### src/rtl/npu_act_wr_arbiter_pkg.sv
// Shared constants and small helpers for the activation write-back arbiter.
// Neuron count and address width match the values npu_layer is built with.
package npu_act_wr_arbiter_pkg;

   localparam int LOG2_ACT_ADDR_WIDTH = 10;
   localparam int NPU_NUM_NEURONS     = 32;
   localparam int RR_IDX_W            = 5;
   localparam int WR_COUNT_W          = 16;

   typedef logic [NPU_NUM_NEURONS-1:0] ch_vec_t;
   typedef logic [RR_IDX_W-1:0]        ch_idx_t;
   typedef logic [WR_COUNT_W-1:0]      wr_count_t;

   localparam wr_count_t WR_COUNT_MAX = '1;

   // Round-robin successor; the index width makes 31 wrap to 0.
   function automatic ch_idx_t next_ptr(input ch_idx_t idx);
      return idx + ch_idx_t'(1);
   endfunction

endpackage

### src/rtl/npu_rr_arbiter.sv
// Combinational round-robin pick: first set request at or after ptr, wrapping.
// Zero latency; no backpressure of its own (caller gates the grant).
module npu_rr_arbiter
   import npu_act_wr_arbiter_pkg::*;
(
   input  logic [NPU_NUM_NEURONS-1:0] req,
   input  logic [RR_IDX_W-1:0]        ptr,
   output logic [NPU_NUM_NEURONS-1:0] gnt,
   output logic [RR_IDX_W-1:0]        gnt_idx,
   output logic                       gnt_vld
);

   ch_vec_t                      at_or_after;
   logic [2*NPU_NUM_NEURONS-1:0] dbl_req;

   always_comb begin
      at_or_after = ~((ch_vec_t'(1) << ptr) - ch_vec_t'(1));
      // Lower half holds requests at/after ptr, upper half the unmasked copy
      // so the scan naturally wraps past channel 31.
      dbl_req = {req, req & at_or_after};
      gnt_vld = 1'b0;
      gnt_idx = '0;
      for (int i = 2*NPU_NUM_NEURONS-1; i >= 0; i--) begin
         if (dbl_req[i]) begin
            gnt_vld = 1'b1;
            gnt_idx = ch_idx_t'(i);
         end
      end
      gnt = gnt_vld ? (ch_vec_t'(1) << gnt_idx) : '0;
   end

endmodule

### src/rtl/npu_act_wr_arbiter.sv
// Serialises neuron activation write-backs onto one RAM write port, round-robin.
// One-cycle request-to-write latency; act_mem_ready=0 withholds grants, requests stay held.
module npu_act_wr_arbiter
   import npu_act_wr_arbiter_pkg::*;
#(
   parameter int DATA_WIDTH = 16,
   parameter int ADDR_WIDTH = LOG2_ACT_ADDR_WIDTH,
   parameter int NUM_CH     = NPU_NUM_NEURONS
) (
   input  logic                         clk,
   input  logic                         rst,
   input  logic [NUM_CH-1:0]            hw_mem_wr,
   input  logic [NUM_CH*ADDR_WIDTH-1:0] hw_mem_wr_addr,
   input  logic [NUM_CH*DATA_WIDTH-1:0] hw_mem_wr_data,
   output logic [NUM_CH-1:0]            hw_mem_wr_ack_p,
   input  logic                         act_mem_ready,
   output logic                         act_mem_we,
   output logic [ADDR_WIDTH-1:0]        act_mem_addr,
   output logic [DATA_WIDTH-1:0]        act_mem_wdata,
   input  logic                         clr_p,
   output logic [WR_COUNT_W-1:0]        wr_count,
   output logic                         idle,
   output logic                         req_drop_err
);

   logic [NUM_CH-1:0]     eligible;
   logic [NUM_CH-1:0]     arb_gnt;
   logic [RR_IDX_W-1:0]   arb_idx;
   logic                  arb_vld;
   logic                  grant;
   logic                  drop_det;

   logic                  we_q, we_d;
   logic [ADDR_WIDTH-1:0] addr_q, addr_d;
   logic [DATA_WIDTH-1:0] wdata_q, wdata_d;
   logic [NUM_CH-1:0]     ack_q, ack_d;
   logic [RR_IDX_W-1:0]   rr_ptr_q, rr_ptr_d;
   logic [WR_COUNT_W-1:0] wr_count_q, wr_count_d;
   logic                  drop_err_q, drop_err_d;
   logic [NUM_CH-1:0]     wr_prev_q, wr_prev_d;
   logic [NUM_CH-1:0]     ack_prev_q, ack_prev_d;

   // A channel acked this cycle still shows its request; it drops it next cycle.
   assign eligible = hw_mem_wr & ~ack_q;

   npu_rr_arbiter u_rr_arbiter (
      .req     (eligible),
      .ptr     (rr_ptr_q),
      .gnt     (arb_gnt),
      .gnt_idx (arb_idx),
      .gnt_vld (arb_vld)
   );

   always_comb begin
      grant    = act_mem_ready & arb_vld;
      we_d     = grant;
      ack_d    = grant ? arb_gnt : '0;
      addr_d   = addr_q;
      wdata_d  = wdata_q;
      rr_ptr_d = rr_ptr_q;
      if (grant) begin
         addr_d   = hw_mem_wr_addr[ADDR_WIDTH*arb_idx +: ADDR_WIDTH];
         wdata_d  = hw_mem_wr_data[DATA_WIDTH*arb_idx +: DATA_WIDTH];
         rr_ptr_d = next_ptr(arb_idx);
      end
   end

   always_comb begin
      wr_count_d = wr_count_q;
      if (clr_p) begin
         wr_count_d = '0;
      end else if (we_q && (wr_count_q != WR_COUNT_MAX)) begin
         wr_count_d = wr_count_q + WR_COUNT_W'(1);
      end
      // A request that falls without a preceding ack was abandoned by its neuron.
      drop_det   = |(wr_prev_q & ~hw_mem_wr & ~ack_prev_q);
      drop_err_d = drop_det | (drop_err_q & ~clr_p);
      wr_prev_d  = hw_mem_wr;
      ack_prev_d = ack_q;
   end

   always_ff @(posedge clk or negedge rst) begin
      if (!rst) begin
         we_q       <= 1'b0;
         addr_q     <= '0;
         wdata_q    <= '0;
         ack_q      <= '0;
         rr_ptr_q   <= '0;
         wr_count_q <= '0;
         drop_err_q <= 1'b0;
         wr_prev_q  <= '0;
         ack_prev_q <= '0;
      end else begin
         we_q       <= we_d;
         addr_q     <= addr_d;
         wdata_q    <= wdata_d;
         ack_q      <= ack_d;
         rr_ptr_q   <= rr_ptr_d;
         wr_count_q <= wr_count_d;
         drop_err_q <= drop_err_d;
         wr_prev_q  <= wr_prev_d;
         ack_prev_q <= ack_prev_d;
      end
   end

   assign act_mem_we      = we_q;
   assign act_mem_addr    = addr_q;
   assign act_mem_wdata   = wdata_q;
   assign hw_mem_wr_ack_p = ack_q;
   assign wr_count        = wr_count_q;
   assign req_drop_err    = drop_err_q;
   assign idle            = ~|eligible & ~we_q;

endmodule
### config.mk
export PLATFORM = sky130hd
export DESIGN_NAME = npu_act_wr_arbiter
export DESIGN_NICKNAME = d
export VERILOG_FILES = /design/src/rtl/npu_act_wr_arbiter_pkg.sv /design/src/rtl/npu_rr_arbiter.sv /design/src/rtl/npu_act_wr_arbiter.sv
export SDC_FILE = /design/constraint.sdc
export NUM_CORES = 1
export LEC_CHECK = 0
export BUFFER_PORTS_ARGS = -buffer_cell sky130_fd_sc_hd__buf_4
export CAP_MARGIN = 15
export CORE_AREA = 2 2 370 372
export CTS_CLUSTER_SIZE = 20
export DETAILED_ROUTE_END_ITERATION = 8
export DIE_AREA = 0 0 372 374
export GPL_TIMING_DRIVEN = 0
export SYNTH_ARGS = -nofsm -noshare
export SYNTH_HDL_FRONTEND = slang
export SYNTH_HIERARCHICAL = 1
export SYNTH_SLANG_ARGS = --single-unit
export TNS_END_PERCENT = 30
### constraint.sdc
create_clock -name clk -period 7.09 [get_ports clk]
set_input_delay 0.3545 -clock clk [delete_from_list [all_inputs] [get_ports clk]]
set_output_delay 0.3545 -clock clk [all_outputs]
set_load 0.01 [all_outputs]
### After elaboration in Yosys (flattened, before gate mapping)

Index checks and enable logic that the tools add are counted.

* bits in registers: 145
* input port bits: 868
* output and inout bits: 77

* add/subtract/negate cells: 3
* $mul: 1
* eq/ne operators: 1
* shift operators: 4
* mux-type cells: 132
* bitwise logic cells: 14
* reductions and logical operators: 5

Operators by type and width (number)
* $shiftx 512x10->16: 1
* $mux 5: 64
* $shiftx 320x10->10: 1
* $and 32x32->32: 4
* $not 32->32: 4
* $mux 1: 64
* $mux 32: 2
* $reduce_or 32->1: 2
* $shl 1x5->32 const A: 2
* $mux 16: 2
* $sub 32x1->32 const B: 1
* $add 16x1->16 const B: 1
* $ne 16x16->1 const B: 1
* $mul 3x5->8 const A: 1
* $add 5x1->5 const B: 1
* $and 1x1->1: 3
* $not 1->1: 2
* $reduce_bool 2->1: 1
* $logic_and 1x1->1: 1
* $logic_not 1->1: 1
* $or 1x1->1: 1

### Logic depth before layout (Yosys ltp)

* depth in word-level cells: 69
* mapped depth: 27

### By module

Netlist, hierarchy kept.

By module, submodules not included
* npu_act_wr_arbiter: instances 1, cells an instance 1033, area each 12241.7 µm²
* npu_rr_arbiter: instances 1, cells an instance 320, area each 2067.0 µm²

### Worst setup path after synthesis

No wires, ideal clock.

* path kind: reg2reg
* start: register rr_ptr_q[0]
* end: register wdata_q[10], in the netlist act_mem_wdata[10]
* setup time: 0.123 ns
* arrival: 5.123 ns
* data required time: 6.967 ns
* setup slack: 1.844 ns
* stages on the path, launching flop included: 24
* clock period less this slack: 5.246 ns
* cell sequence: dfrtp_1 -> buf_2 -> buf_2 -> inv_1 -> or4_1 -> ha_1 -> buf_2 -> buf_6 -> or4_1 -> a21o_1 -> a22oi_1 -> nor2_1 -> or4_4 -> a2111oi_4 -> o21ai_2 -> buf_6 -> inv_1 -> buf_6 -> buf_8 -> buf_4 -> mux4_2 -> mux2i_1 -> nor2_1 -> o221a_2

* longest elaborated chain between the ends: 37
* elaborated cells between the ends (all ways): 70

Ends and longest elaborated chain
* from (decl): line npu_act_wr_arbiter.sv:37 `logic [RR_IDX_W-1:0] rr_ptr_q, rr_ptr_d;`
* from (signal assigned): line npu_act_wr_arbiter.sv:98 `rr_ptr_q <= rr_ptr_d;`
* $shl 1x5->32 (*): line npu_rr_arbiter.sv:17 `at_or_after = ~((ch_vec_t'(1) << ptr) - ch_vec_t'(1));`
* $sub 32x1->32 (*): line npu_rr_arbiter.sv:17
* $not 32->32 (*): line npu_rr_arbiter.sv:17
* $and 32x32->32 (*): line npu_rr_arbiter.sv:20 `dbl_req = {req, req & at_or_after};`
* $mux 5 (31 in a row): line npu_rr_arbiter.sv:24 `if (dbl_req[i]) begin`
* $mux 5 (*): line npu_rr_arbiter.sv:24
* via arb_idx[0]: line npu_act_wr_arbiter.sv:28 `logic [RR_IDX_W-1:0] arb_idx;`
* $shiftx 512x10->16 (*): line npu_act_wr_arbiter.sv:63 `wdata_d = hw_mem_wr_data[DATA_WIDTH*arb_idx +: DATA_WIDTH];`
* to (signal assigned): line npu_act_wr_arbiter.sv:96 `wdata_q <= wdata_d;`
* to (decl): line npu_act_wr_arbiter.sv:35 `logic [DATA_WIDTH-1:0] wdata_q, wdata_d;`

Mark *: on every way through the listed nets, which the timed path passes. The rest lies on a longest branch.
A chain may end at the register's enable or synchronous reset.

### Final worst setup path

* start: register rr_ptr_q[0]
* end: register wdata_q[12], in the netlist act_mem_wdata[12]

Same word-level chain as after synthesis.

==> results.py <==
metrics = {
    "status": {
        "status": "finished, final reports clean",
    },
    "global_route": {
        "grtUsageTotal": 0.179,
        "grt_pass1_wl_um": 165000,
        "vias_in_the_first_global_route": 17500,
        "largest_net_degree_at_the_start_of_global_routing": 106,
        "antenna_found_initial": 56,
        "grt_overflow": 0,
    },
    "sta": {
        "final_max_slew_viol_count": 0,
        "rsz0062_at_grt": "true",
        "worst_clk_skew_ns": 0.0194,
        "setup_violations": 0,
        "maximum_clock_frequency_mhz": 144,
        "timing_worst_slew_pin_value_ns": 1.06,
        "final-hold-violation-count": 0,
        "fin_crit_ns": 6.96,
        "final_min_period_over_clock_period": 0.982,
        "holdWs_ns": 0.232,
        "slew-limit-headroom": 0.297,
    },
    "finish": {
        "final.fill_count": 15000,
        "nNetsFinal": 3223,
        "share_of_final_layout_standard_cells_stronger_than_drive_strength_1": 0.542,
        "area_growth_pct": 74.8,
        "utilization": 0.185,
    },
    "routing": {
        "routed_wire_length_per_instance_um": 31.1,
        "postRouteAntennaNets": 0,
        "drt_first_pass_iters": 5,
        "route.vias.total": 17500,
        "detail_route.drc_violations": 0,
        "totalWireLength_um": 130000,
        "drtIter0Drc": 1706,
        "via_per_inst": 4.19,
    },
    "synthesis": {
        "ys_seq_area_frac": 0.254,
        "postSynthNetCount": 2224,
        "yosysWarnings": 6,
        "synth.avg_cell_area_um2": 10.6,
        "ys_seq_elements": 145,
        "netlist-cell-type-count": 89,
        "asr_flop_ratio_synth": 1.00,
        "mappedNetlistArea_mm2": 0.0143,
        "ys_dominant_reg_cell": "sky130_fd_sc_hd__dfrtp_1",
        "post_synth_inst_count": 1353,
        "synth_enable_flop_cells": 0,
    },
    "die": {
        "die-height_um": 374,
        "die_x_um": 372,
        "initial_core_utilization": 0.106,
        "coreArea_mm2": 0.135,
        "design.die.area_mm2": 0.139,
        "top_level_ports": 945,
        "std_cell_rows": 135,
    },
    "power_and_ir_drop": {
        "power_density_mw_per_mm2": 568,
        "ir_drop_uv": 349,
        "leakage_nw": 11.0,
    },
    "critical_path": {
        "cp-start-kind": "flip-flop",
        "setup.worst_path.class": "reg2reg",
        "crit_path_max_fanout": 10,
        "crit_required_ns": 7.46,
        "worst_setup_path_end_kind": "flip-flop",
        "worst_ep_arrival_time_ns": 7.34,
    },
    "place": {
        "hpwl_um": 114000,
        "place_congestion": 0.960,
        "placement.io_buffers": 943,
    },
    "clock_tree": {
        "tritoncts_num_sinks": 145,
        "cts_buffer_depth": 2,
        "cts_root_buf": "sky130_fd_sc_hd__clkbuf_16",
        "post_cts_buffers": 0,
        "worstSkewPairLatency_ns": 0.49,
        "tritoncts": "built",
        "ctsHtreeMaxLevel": 4,
        "clkTransAtPathRegs_ns": 0.08,
        "total_cts_buffers": 17,
    },
    "worst_hold_path": {
        "holdCritPathClass": "in2reg",
    },
    "run": {
        "cap_viol_max_count": 0,
    },
}
state kept, by name (all words and copies together) (netlist names):
name and count:
act_mem_addr 10, rr_ptr_q 5, wr_prev_q 32, act_mem_wdata 16, hw_mem_wr_ack_p 32, ack_prev_q 32
act_mem_we 1, wr_count 16, req_drop_err 1
critical path, stage by stage, from the launching register on:
cell	delay (ns)
sky130_fd_sc_hd__dfrtp_1	0.47
sky130_fd_sc_hd__clkbuf_4	0.27
sky130_fd_sc_hd__buf_2	0.26
sky130_fd_sc_hd__inv_1	0.09
sky130_fd_sc_hd__or4_1	0.52
sky130_fd_sc_hd__ha_1	0.29
sky130_fd_sc_hd__buf_2	0.22
sky130_fd_sc_hd__buf_6	0.16
sky130_fd_sc_hd__or4_1	0.42
sky130_fd_sc_hd__a21o_1	0.19
sky130_fd_sc_hd__a22oi_1	0.19
sky130_fd_sc_hd__nor2_1	0.06
sky130_fd_sc_hd__or4_4	0.46
sky130_fd_sc_hd__a2111oi_4	0.37
sky130_fd_sc_hd__o21ai_2	0.16
sky130_fd_sc_hd__buf_6	0.19
sky130_fd_sc_hd__inv_1	0.09
sky130_fd_sc_hd__buf_6	0.15
sky130_fd_sc_hd__buf_12	0.22
sky130_fd_sc_hd__buf_12	0.25
sky130_fd_sc_hd__buf_6	0.27
sky130_fd_sc_hd__mux2i_1	0.44
sky130_fd_sc_hd__o22ai_1	0.22
sky130_fd_sc_hd__or3_1	0.54
sky130_fd_sc_hd__o221a_2	0.29
final cells by class:
class | count | area, um^2 | share of cell area
inverter | 22 | 82.6 | 0.00330
tap | 1781 | 2230 | 0.0891
clock buffer | 17 | 425 | 0.0170
antenna | 21 | 52.6 | 0.00210
buffer | 121 | 821 | 0.0328
multi-input combinational | 1065 | 10100 | 0.404
sequential | 145 | 3630 | 0.145
timing repair buffer | 980 | 7490 | 0.299
clock inverter | 15 | 183 | 0.00730
final timing paths:
check | cells after the start | endpoint | start | slack, ns
worst min register to register | 0 | ack_prev_q[29] | hw_mem_wr_ack_p[29] | 0.41
worst max-delay path | 24 | act_mem_wdata[12] | rr_ptr_q[0] | 0.13
min in group asynchronous | 2 | wr_count[10] | rst | 0.38
max in group asynchronous | 3 | wr_prev_q[17] | rst | 5.85
worst max register to register | 24 | act_mem_wdata[12] | rr_ptr_q[0] | 0.13
worst min-delay path | 2 | hw_mem_wr_ack_p[31] | act_mem_ready | 0.23
per-layer routing:
layer	global-route usage	vias to the layer above	wire [um]
met5	0	-	58
met4	0.0387	8	3320
met3	0.0456	111	10700
met2	0.300	1036	62300
met1	0.230	8834	53400
li1	-	7473	-
where the power goes:
part,switching [W],internal [W]
combinational,0.00719,0.00496
sequential,0.000100,0.000978
clock,0.000501,0.000481
total,0.00780,0.00642
placed cells by master (no fill, tap or decap), types with 8 or more instances in the layout:
master / n
sky130_fd_sc_hd__and2_1: 11
sky130_fd_sc_hd__and3_1: 37
sky130_fd_sc_hd__clkbuf_1: 39
sky130_fd_sc_hd__nand2_1: 64
sky130_fd_sc_hd__buf_8: 8
sky130_fd_sc_hd__nand4_1: 13
sky130_fd_sc_hd__a211oi_1: 9
sky130_fd_sc_hd__mux2_2: 11
sky130_fd_sc_hd__or3_1: 29
sky130_fd_sc_hd__mux2i_2: 17
sky130_fd_sc_hd__nor4_1: 24
sky130_fd_sc_hd__o2111ai_2: 12
sky130_fd_sc_hd__nor3_1: 28
sky130_fd_sc_hd__nand3_1: 17
sky130_fd_sc_hd__nor2_1: 61
sky130_fd_sc_hd__o2111ai_1: 11
sky130_fd_sc_hd__buf_6: 20
sky130_fd_sc_hd__o22a_1: 23
sky130_fd_sc_hd__mux4_2: 131
sky130_fd_sc_hd__diode_2: 21
sky130_fd_sc_hd__o21ai_0: 22
sky130_fd_sc_hd__inv_1: 21
sky130_fd_sc_hd__buf_4: 959
sky130_fd_sc_hd__or4_1: 13
sky130_fd_sc_hd__a21oi_1: 31
sky130_fd_sc_hd__dlygate4sd3_1: 33
sky130_fd_sc_hd__nor3b_1: 52
sky130_fd_sc_hd__o22ai_1: 51
sky130_fd_sc_hd__o31ai_1: 10
sky130_fd_sc_hd__buf_2: 25
sky130_fd_sc_hd__dfrtp_1: 145
sky130_fd_sc_hd__clkbuf_16: 17
sky130_fd_sc_hd__nor2b_1: 49
sky130_fd_sc_hd__mux2i_1: 187
sky130_fd_sc_hd__o221a_2: 23
metrics by stage:
| step | worst slack [ns] | std cells | instance area (um^2) | setup TNS (ns) | power, W |
|---|---|---|---|---|---|
| 2_1_floorplan | 1.84 | 1353 | 14300 | 0 | 0.00800 |
| 3_3_place_gp | -0.852 | 4077 | 23600 | -10.32 | 0.0131 |
| 3_5_place_dp | -0.437 | 4081 | 23700 | -4.12 | 0.0131 |
| 4_1_cts | -0.0137 | 4146 | 24800 | -0.0137 | 0.0143 |
| 5_1_grt | -0.0819 | 4155 | 25000 | -0.216 | 0.0150 |
| 6_report | 0.128 | 4167 | 25000 | 0 | 0.0142 |
cells by family after synthesis:
family	after synthesis	share of synthesized area
and+or+nand+nor	441	0.177
muxes	350	0.360
AOI/OAI and AO/OA	267	0.144
DFF	145	0.254
buffers and inverters	143	0.0592
xor gates and xnor gates	4	0.00245
adders and majority gates	3	0.00262
Yosys cell counts (all sizes together) (7+ instances only):
library cell,n,share of area
o31ai,10,0.0052
mux2,11,0.0087
nor3b,52,0.027
o2111ai,26,0.016
dfrtp,145,0.25
nand3,18,0.0063
o21ai,24,0.0087
o22ai,51,0.022
a21oi,31,0.011
o221a,23,0.018
nand2,64,0.017
and3,37,0.016
or3,29,0.013
nand2b,7,0.0031
a211oi,9,0.0047
buf,81,0.043
nor4,24,0.010
nor3,29,0.010
nor2,62,0.016
o22a,23,0.014
a22oi,7,0.0037
clkbuf,40,0.010
mux2i,208,0.15
nor2b,50,0.022
or4,14,0.0076
mux4,131,0.21
nand3b,7,0.0037
and2,12,0.0053
inv,22,0.0058
nand4,13,0.0057
repair_timing:
action	in CTS	in global routing
endpoints found under the hold margin	72	0
hold buffers	33	0
setup endpoints to repair	24	26
resized for setup	27	36
Note: power is estimated with default switching activity, not from simulation.
